===== src/rtl/mult_div_unit.sv =====
// Iterative radix-2 multiply/divide unit with HI/LO registers (shift-add multiply, restoring divide).
// Define MDU_SIGNED_EN to enable signed MULT/DIV; otherwise op[0] is ignored and both run unsigned.
module mult_div_unit #(
    parameter int DATA_WIDTH = 32
) (
    input  logic                  clk,
    input  logic                  rst_n,
    input  logic                  start,
    input  logic [1:0]            op,
    input  logic [DATA_WIDTH-1:0] a,
    input  logic [DATA_WIDTH-1:0] b,
    input  logic                  hi_we,
    input  logic                  lo_we,
    input  logic [DATA_WIDTH-1:0] wdata,
    output logic                  busy,
    output logic                  done,
    output logic                  div_by_zero,
    output logic [DATA_WIDTH-1:0] hi,
    output logic [DATA_WIDTH-1:0] lo
);
    localparam int W  = DATA_WIDTH;
    localparam int CW = $clog2(W);

    typedef enum logic [1:0] {IDLE, CALC, FIN} state_t;

    state_t          state_q, state_d;
    logic [CW-1:0]   cnt_q, cnt_d;
    logic            is_div_q, is_div_d;
    logic            dbz_q, dbz_d;
    logic [W-1:0]    opnd_q, opnd_d;
    logic [W-1:0]    acc_hi_q, acc_hi_d;
    logic [W-1:0]    acc_lo_q, acc_lo_d;
    logic [W-1:0]    hi_q, hi_d;
    logic [W-1:0]    lo_q, lo_d;

    logic [W-1:0]    a_mag, b_mag;
    logic [W:0]      mul_sum, div_shift, div_diff;
    logic            div_ge;
    logic [W-1:0]    step_hi, step_lo, res_hi, res_lo;
    logic            last_step;

    assign last_step = (cnt_q == CW'(W - 1));

`ifdef MDU_SIGNED_EN
    logic neg_res_q, neg_res_d;
    logic neg_rem_q, neg_rem_d;
    logic signed_op;
    logic [2*W-1:0] prod_fix;

    assign signed_op = op[0];
    assign a_mag = (signed_op && a[W-1]) ? -a : a;
    assign b_mag = (signed_op && b[W-1]) ? -b : b;

    always_comb begin
        neg_res_d = neg_res_q;
        neg_rem_d = neg_rem_q;
        if (state_q == IDLE && start) begin
            neg_res_d = signed_op & (a[W-1] ^ b[W-1]);
            neg_rem_d = signed_op & a[W-1];
        end
    end

    always_ff @(posedge clk or negedge rst_n) begin
        if (!rst_n) begin
            neg_res_q <= 1'b0;
            neg_rem_q <= 1'b0;
        end else begin
            neg_res_q <= neg_res_d;
            neg_rem_q <= neg_rem_d;
        end
    end

    // Product negates as one 2W-bit value; quotient and remainder negate independently.
    always_comb begin
        prod_fix = neg_res_q ? -{step_hi, step_lo} : {step_hi, step_lo};
        if (is_div_q) begin
            res_lo = neg_res_q ? -step_lo : step_lo;
            res_hi = neg_rem_q ? -step_hi : step_hi;
        end else begin
            res_lo = prod_fix[W-1:0];
            res_hi = prod_fix[2*W-1:W];
        end
    end
`else
    logic unused_op0;
    assign unused_op0 = op[0];
    assign a_mag  = a;
    assign b_mag  = b;
    assign res_hi = step_hi;
    assign res_lo = step_lo;
`endif

    // One radix-2 step; acc_hi is the partial product / remainder, acc_lo the multiplier / quotient.
    always_comb begin
        mul_sum   = {1'b0, acc_hi_q} + {1'b0, (acc_lo_q[0] ? opnd_q : '0)};
        div_shift = {acc_hi_q, acc_lo_q[W-1]};
        div_diff  = div_shift - {1'b0, opnd_q};
        div_ge    = (div_shift >= {1'b0, opnd_q});
        if (is_div_q) begin
            step_hi = div_ge ? div_diff[W-1:0] : div_shift[W-1:0];
            step_lo = {acc_lo_q[W-2:0], div_ge};
        end else begin
            step_hi = mul_sum[W:1];
            step_lo = {mul_sum[0], acc_lo_q[W-1:1]};
        end
    end

    always_comb begin
        state_d = state_q;
        case (state_q)
            IDLE:    if (start) state_d = CALC;
            CALC:    if (last_step) state_d = FIN;
            FIN:     state_d = IDLE;
            default: state_d = IDLE;
        endcase
    end

    always_comb begin
        cnt_d    = cnt_q;
        is_div_d = is_div_q;
        dbz_d    = dbz_q;
        opnd_d   = opnd_q;
        acc_hi_d = acc_hi_q;
        acc_lo_d = acc_lo_q;
        hi_d     = hi_q;
        lo_d     = lo_q;
        if (state_q == IDLE) begin
            if (hi_we) hi_d = wdata;
            if (lo_we) lo_d = wdata;
            if (start) begin
                cnt_d    = '0;
                is_div_d = op[1];
                dbz_d    = op[1] && (b == '0);
                acc_hi_d = '0;
                acc_lo_d = op[1] ? a_mag : b_mag;
                opnd_d   = op[1] ? b_mag : a_mag;
            end
        end else if (state_q == CALC) begin
            cnt_d    = cnt_q + CW'(1);
            acc_hi_d = step_hi;
            acc_lo_d = step_lo;
            if (last_step) begin
                hi_d = res_hi;
                lo_d = dbz_q ? '1 : res_lo;
            end
        end
    end

    always_ff @(posedge clk or negedge rst_n) begin
        if (!rst_n) begin
            state_q  <= IDLE;
            cnt_q    <= '0;
            is_div_q <= 1'b0;
            dbz_q    <= 1'b0;
            opnd_q   <= '0;
            acc_hi_q <= '0;
            acc_lo_q <= '0;
            hi_q     <= '0;
            lo_q     <= '0;
        end else begin
            state_q  <= state_d;
            cnt_q    <= cnt_d;
            is_div_q <= is_div_d;
            dbz_q    <= dbz_d;
            opnd_q   <= opnd_d;
            acc_hi_q <= acc_hi_d;
            acc_lo_q <= acc_lo_d;
            hi_q     <= hi_d;
            lo_q     <= lo_d;
        end
    end

    always_comb begin
        busy        = (state_q != IDLE);
        done        = (state_q == FIN);
        div_by_zero = (state_q == FIN) && dbz_q;
    end

    assign hi = hi_q;
    assign lo = lo_q;
endmodule


===== config.mk =====
export PLATFORM = sky130hd
export DESIGN_NAME = mult_div_unit
export DESIGN_NICKNAME = d
export VERILOG_FILES = /design/src/rtl/mult_div_unit.sv
export SDC_FILE = /design/constraint.sdc
export NUM_CORES = 1
export LEC_CHECK = 0
export BUFFER_PORTS_ARGS = -buffer_cell sky130_fd_sc_hd__clkbuf_2
export CORE_UTILIZATION = 59
export DETAILED_ROUTE_END_ITERATION = 6
export PLACE_DENSITY = 0.88
export SLEW_MARGIN = 15
export SYNTH_ARGS = -nofsm -noshare
export SYNTH_HDL_FRONTEND = slang
export SYNTH_SLANG_ARGS = --single-unit

===== constraint.sdc =====
create_clock -name clk -period 3.4 [get_ports clk]
set_input_delay 0.17 -clock clk [delete_from_list [all_inputs] [get_ports clk]]
set_output_delay 0.17 -clock clk [all_outputs]
set_load 0.02 [all_outputs]

# --- Yosys cells after proc, flatten, opt, wreduce, memory -nomap -nowiden ---
# Index checks and enable logic that the tools add are counted.
# W data, S select, Z words.
classes:
  n_addsub: 3
  mux: 27
  magnitude_cmp: 1
  eq_ne: 7
  reduce_logical: 12
op_table:
  columns: ["cell", "n"]
  rows:
  - ["$mux W32", 21]
  - ["$add A32 B32 Y33", 1]
  - ["$ge A33 B32 Y1", 1]
  - ["$logic_not A32 Y1", 1]
  - ["$sub A32 B32 Y32", 1]
  - ["$mux W5", 3]
  - ["$ne A2 B2 Y1 const B", 4]
  - ["$reduce_and A2 Y1", 3]
  - ["$reduce_and A3 Y1", 2]
  - ["$reduce_bool A2 Y1", 3]
  - ["$add A5 B1 Y5 const B", 1]
  - ["$eq A5 B5 Y1 const B", 1]
  - ["$mux W2", 2]
  - ["$pmux W2 S2", 1]
  - ["$eq A2 B1 Y1 const B", 1]
  - ["$eq A2 B2 Y1 const B", 1]
  - ["$logic_and A1 B1 Y1", 2]
  - ["$logic_not A2 Y1", 1]
word_totals:
  out_inout_bits: 67
  register_bits: 169
  word_cells: 59

# --- Depth between registers and ports, before layout ---
# Gate-level depths: netlist (run 1).
logic_depth:
  word_depth: 7
  depth_mapped: 14
  mapped_depth_nobuf: 13

# --- Worst setup path after synthesis (run 1) ---
# No wires, ideal clock.
synth_timing:
  path_kind: "reg-to-reg"
  startpoint: "reg acc_lo_q[0]"
  endpoint: "reg acc_hi_q[27]"
  n_path_buf: 0
  path_slack_ns: 0.412
  t_required_ns: 3.279
  t_arrival_ns: 2.867
  path_stages_with_launch: 13
  path_cell_list: "dfrtp_1 -> and2_1 -> ha_1 -> fa_1 -> a211oi_1 -> o211ai_1 -> and2_1 -> o211ai_1 -> o31ai_1 -> xnor2_1 -> o22ai_1 -> or3b_1 -> a22o_1"
synth_via:
  elab_chain_len: 5
synth_lines:
  columns: ["item", "line", "source"]
  rows:
  - ["start: declaration", "32", "logic [W-1:0] acc_lo_q, acc_lo_d;"]
  - ["start signal: assignment", "167", "acc_lo_q <= acc_lo_d;"]
  - ["$mux W32", "95", "mul_sum = {1'b0, acc_hi_q} + {1'b0, (acc_lo_q[0] ? opnd_q : '0)};"]
  - ["$add A32 B32 Y33", "95", null]
  - ["$mux W32", "99", "if (is_div_q) begin"]
  - ["$mux W32", "138", "end else if (state_q == CALC) begin"]
  - ["$mux W32", "127", "if (state_q == IDLE) begin"]
  - ["end signal: assignment", "166", "acc_hi_q <= acc_hi_d;"]
  - ["end: declaration", "31", "logic [W-1:0] acc_hi_q, acc_hi_d;"]
# Every way passes these cells. The select of a mux whose other input is x is not followed.
# A chain may end at the register's enable or synchronous reset.

# --- Worst setup path after layout (run 1) ---
layout_timing:
  startpoint: "reg acc_lo_q[0]"
  endpoint: "reg acc_hi_q[23]"
# The elaborated chain is that of the path after synthesis.

==> results of run 1 <==
## repair_timing
item,4_1_cts,5_1_grt
gates resized for setup,5,46
endpoints found under the setup margin,5,49
gates cloned,0,1
endpoints found under the hold margin,69,0
pin swaps,1,11
hold buffers,1,0
setup buffers,0,9
## layer usage
metal  routed length [um]  part of all wire [%]  vias to the layer above  track usage [%]
met5                    0                     0                        -                0
met4                 1770                   4.1                        0             16.7
met3                 4900                    11                      146             9.29
met2                19000                    44                      777             59.2
met1                17700                    41                     6174             55.0
li1                     -                     -                     5906                -
## stage by stage
| stage | utilization (%) | instances |
|---|---|---|
| after detailed placement | 69.2 | 1969 |
| after CTS | 72.2 | 2002 |
| final | 73.9 | 2012 |
| after global routing | 73.9 | 2012 |
| after global placement | 69.2 | 1969 |
| after floorplan | - | 1521 |
## critical path: cells and delay by family, from the launching register on
kind                       cells  cell delay [ns]
AOI/OAI and AO/OA              7             1.26
buffers and inverters          1             0.18
adders and majority gates      2             0.58
and+or+nand+nor                3             0.72
DFF                            1             0.44
## synth_stat cells, drive strengths merged, types with 22 or more instances
cell and n:
ha 66, xor2 24, mux2i 67, dfrtp 169, mux2 43, a21o 28
nand3 23, nor2 71, and2 36, o22ai 40, a21oi 92, clkbuf 80
o21ai 218, nand2 242, xnor2 26, inv 45, and3 22
## cell type report
cell class | count | area share, %
Multi-Input combinational cell | 1209 | 53.0
Sequential cell | 169 | 27.9
Tap cell | 270 | 2.22
Clock inverter | 14 | 0.997
Timing Repair Buffer | 286 | 11.9
Inverter | 46 | 1.14
Clock buffer | 18 | 2.83
## logic make-up (layout without fill, tap and decap cells)
logic type / Yosys count / count (layout)
AO/OA/AOI/OAI: 499 / 499
adder cells (fa/ha/maj): 68 / 68
AND/OR/NAND/NOR: 482 / 482
buffers and inverters: 143 / 364
XOR/XNOR: 50 / 50
flip-flops: 169 / 169
multiplexers: 110 / 110
## placed cells by master (no fill, tap or decap), types with 11 or more instances in the layout
master	netlist	final
clkbuf_16	0	18
inv_1	45	44
nand2_1	241	240
nor3_1	17	15
ha_1	66	57
a21o_1	27	27
o21a_1	16	16
nand3_1	23	22
o21ai_0	211	208
mux2i_1	67	66
nand4_1	20	20
buf_4	0	112
mux2_2	41	41
o22ai_1	39	39
a21oi_1	90	85
and3_1	22	22
clkbuf_2	0	166
dfrtp_1	169	167
nor2_1	71	68
xnor2_1	26	26
xor2_1	24	24
or3_1	11	11
a31oi_1	15	15
and2_1	35	34
## flip-flops by register name, summed over array words and instances, names as in the netlist
register	count
state_q	2
is_div_q	1
dbz_q	1
acc_hi_q	32
cnt_q	5
opnd_q	32
acc_lo_q	32
hi	32
lo	32
## path summary, 6_finish.rpt
kind / to / cells after the start / slack [ns]
worst max-delay path: acc_hi_q[23] / 13 / 0.05
worst min-delay path: hi[10] / 3 / 0.04
worst max register to register: acc_hi_q[23] / 13 / 0.05
worst min register to register: lo[26] / 2 / 0.49
max in group asynchronous: acc_lo_q[0] / 3 / 2.28
min in group asynchronous: lo[5] / 2 / 0.30
==> out/results.ini, run 1 <==
[run_status]
status=finished, final reports clean

[timing]
final.setup_skew_ns=0.0217
slew-limit-headroom_pct=28.6
tightest_slew_ns=1.07
whs_ns=0.0396
period_share_pct=98.6
max_freq_mhz=298
slew_viol_final=0
finalHoldViolCount=0
tns_ns=0
fin_crit_ns=3.35
worst_slack_ns=0.0469
finalSetupViolCount=0

[global_routing]
grt_util_all_layers_pct=39.6
grt.overflow.total=0
grt_pass1_wl_um=67300
antenna_found_initial=0
grt_max_degree=85
grt_pass1_vias=12500

[synthesis]
synth_seq_area_share_pct=33.7
yosys.area_share.adder_pct=6.90
synthSimpleGateAreaFrac_pct=17.9
yosys.area_share.xor_xnor_pct=3.49
syn_inst=1521
ys_seq_elements=169
async_flop_share_pct=100
yosysTopAreaCell=dfrtp_1
synth_top_area_share_pct=33.7
synth_edf_count=0
syn-cell-area_um2=12500
yosysUniqueCellTypes=84
ys_top_cells_by_area=dfrtp_1 34%, o21ai_0 8.4%, nand2_1 7.2%
syn_nets=1692
synth_compound_area_share_pct=24.2
synth_top_family_by_area=compound AO/OA/AOI/OAI gates
yosysWarnings=0
avgSynthCellArea_um2=8.25
synth_mux_area_share_pct=9.27
ys.flop_type=dfrtp_1

[detailed_routing]
vias_per_cell=6.46
vias=13000
ant_nets=0
drt_pass1_iterations=5
wirelength_um=43400
drt_iter0_drc=1401
wire_per_inst_um=21.6
drc=0

[setup_path]
end_kind=register
cp_max_fo=5
worstSetupPathType=register to register
cp_data_arrival_time_ns=3.64
slowest_stage=dfrtp_2
startpoint=acc_lo_q[0]
crit_chain=and2_1 > ha_1 > fa_2 > a211oi_2 > o211ai_1 > and2_2 > o211ai_1 > buf_4 > o21bai_1 > or3_1 > a32o_1 > a21oi_2 > a21oi_1
max_stage_delay_ns=0.44
cp.required_ns=3.69
worstSetupStartpointType=register
regToRegStartpoint=acc_lo_q[0]
path_common_cell=o211ai_1

[floorplanning]
die_height_um=148
fp-row-count=52
ios=170
start_util_pct=61.0
dieArea_um2=21800
core-area_um2=20600
die_w_um=148

[clocking]
root_buffer=clkbuf_16
numCtsBuffers=17
cts_tree=built
clk_pin_slew_worst_paths_ns=0.08
clock_latency_ns=0.44
cts.path.max_buffers=2
htreeDepth=4
clock_sinks=169

[placement]
place.port_buffers=168
dp_hpwl_um=31500
dp_slack_ns=-0.0345
place_congestion=1.01
place_area_um2=14200

[min_path]
hold_start=wdata[10]
hp-class=input pin to register

[cells_and_area]
area_growth_pct=21.1
num_antenna_cells=0
seq_area_um2=4230
final_area_um2=15200
finalNetCount=1900
multi_input_comb_area_um2=8050
drive_above_1_share_pct=24.5
fill_cells=1523

[run]
max-cap-violations=0

Power of run 1 is left out: the tool's default activity adds up to more than one toggle a clock period on the data nets, which glitch-free logic cannot reach.
==> run 2: changes to the inputs <==
CORE_UTILIZATION = 61   (was 59)
CTS_BUF_LIST = sky130_fd_sc_hd__clkbuf_4 sky130_fd_sc_hd__clkbuf_8   (was not set)
PLACE_DENSITY = 0.91   (was 0.88)
==> run 2 against run 1 <==
  * Routed wire length fell by 0.89%
  * Die area decreased by 3.2%
  * Final cell count shrank 0.94%
  * Worst setup slack got worse by 0.061 ns
  * Core utilization shrank 0.70 points
  * The flow now finishes with violations (design-rule violations, negative hold slack, negative setup slack)
  * Critical path depth did not move
  * Clock skew about the same
==> out/results.ini, run 2 (synthesized netlist as in run 1, its figures left out) <==
[run_status]
status=finished, violations left
violations=design-rule violations, negative hold slack, negative setup slack

[cells_and_area]
layout_common_cells=240 x nand2_1, 207 x o21ai_0, 167 x clkbuf_2
drive_above_1_share_pct=22.9  ; -1.6 points
num_antenna_cells=0  ; unchanged
finalNetCount=1881  ; -1.0%
final_area_um2=14800  ; -2.8%
multi_input_comb_area_um2=7970  ; -0.95%
seq_area_um2=4240  ; about the same
fill_cells=1486  ; -2.4%
area_growth_pct=17.6
layout_commonest_cell=nand2_1
fin_util_pct=73.2  ; -0.70 points

[timing]
period_share_pct=100  ; +1.8 points
worst_slack_ns=-0.0139  ; -0.0607 ns
whs_ns=-0.00586  ; -0.0454 ns
final.setup_skew_ns=0.0216  ; -0.000106 ns
tightest_slew_ns=1.07  ; +0.00163 ns
max_freq_mhz=293  ; -1.8%
rsz0062_at_grt=yes
fin_crit_ns=3.41  ; +0.0607 ns
slew-limit-headroom_pct=28.7  ; +0.064 points
slew_viol_final=0  ; unchanged
finalSetupViolCount=3  ; +3
finalHoldViolCount=1  ; +1

[clocking]
htreeDepth=4  ; unchanged
root_buffer=clkbuf_8
cts.path.max_buffers=2  ; unchanged
clock_sinks=169  ; unchanged
cts_tree=built
clk_pin_slew_worst_paths_ns=0.12  ; +0.04 ns
clock_latency_ns=0.48  ; +0.04 ns
numCtsBuffers=17  ; unchanged

[detailed_routing]
vias_per_cell=6.62  ; +2.5%
wire_per_inst_um=21.6  ; about the same
wirelength_um=43000  ; -0.89%
vias=13200  ; +1.5%
drc=15  ; +15
ant_nets=0  ; unchanged
drt_iter0_drc=1586  ; +13%
drt_pass1_iterations=7  ; +2

[placement]
place_congestion=1.02  ; +1.3%
place.port_buffers=168  ; unchanged
dp_hpwl_um=31200  ; -1.2%
place_area_um2=14000  ; -1.4%
dp_slack_ns=-0.154  ; -0.120 ns

[floorplanning]
dieArea_um2=21100  ; -3.2%
ios=170  ; unchanged
die_height_um=145  ; -1.6%
start_util_pct=62.2  ; +1.2 points
fp-row-count=52  ; unchanged
core-area_um2=20200  ; -1.9%
die_w_um=145  ; -1.6%

[global_routing]
grt_pass1_vias=12400  ; -0.78%
grt_max_degree=87  ; +2.4%
antenna_found_initial=2  ; +2
grt.overflow.total=0  ; unchanged
grt_pass1_wl_um=66300  ; -1.5%
grt_util_all_layers_pct=39.9  ; +0.30 points

[setup_path]
worstSetupStartpointType=register
cp.required_ns=3.77  ; +0.08 ns
max_stage_delay_ns=0.45  ; about the same
slowest_stage=dfrtp_2
end_kind=register
critical_path.top_delay_family=compound AO/OA/AOI/OAI gates
path_buf_inv=2  ; +1
cp_data_arrival_time_ns=3.79  ; +0.15 ns
path_common_cell=buf_4
crit_chain=buf_4 > buf_4 > and2_1 > ha_1 > a211oi_1 > o21bai_1 > a21o_1 > a221oi_2 > o31ai_2 > xnor2_1 > o22ai_1 > or3b_4 > a22o_1
cp_max_fo=15  ; +10
worstSetupPathType=register to register

[run]
max-cap-violations=0  ; unchanged

[min_path]
hp-class=input pin to register

run 2: area by class of cell:
cell class,instances,share of cell area [%]
clock inverters,14,1.40
clock buffers,18,1.64
repair buffers,266,10.8
flip-flops and latches,169,28.7
multi-input cells,1210,54.0
well taps,270,2.29
inverters,46,1.17
run 2: stage by stage:
step	std cells	setup TNS [ns]
2_1_floorplan	1521	0
3_3_place_gp	1949	-0.0823
3_5_place_dp	1949	-0.405
4_1_cts	1984	0
5_1_grt	1993	-0.497
6_report	1993	-0.0261
run 2: worst register-to-register path: stages, from the launching register on:
cell      delay, ns
dfrtp_2        0.45
buf_4          0.17
buf_4          0.20
and2_1         0.16
ha_1           0.35
a211oi_1       0.30
o21bai_1       0.16
a21o_1         0.22
a221oi_2       0.27
o31ai_2        0.15
xnor2_1        0.16
o22ai_1        0.09
or3b_4         0.44
a22o_1         0.19
run 2: what timing repair did:
item                       CTS  global route
setup endpoints to repair    9            55
cloned                       0             1
hold endpoints to repair    80             0
pin swaps                    0            15
gates resized for setup      4            35
hold buffers                 3             0
buffers inserted             0             8
run 2: routing by layer:
layer	share of wire (%)	track usage, %
met1	39	54.1
met2	44	61.3
met3	12	9.31
met4	4.4	17.2
met5	0.058	0
run 2: path summary, 6_finish.rpt:
check                       startpoint      endpoint  slack [ns]  cells after the start
hold reg to reg                 lo[28]        lo[28]        0.50                      2
setup reg to reg           acc_lo_q[0]  acc_hi_q[27]       -0.01                     13
setup / recovery           acc_lo_q[0]  acc_hi_q[27]       -0.01                     13
hold / removal                wdata[6]         hi[6]      -0.006                      3
min in group asynchronous        rst_n  acc_hi_q[25]        0.31                      2
max in group asynchronous        rst_n  acc_hi_q[20]        2.17                      3
Power of run 2 is left out for the same reason.
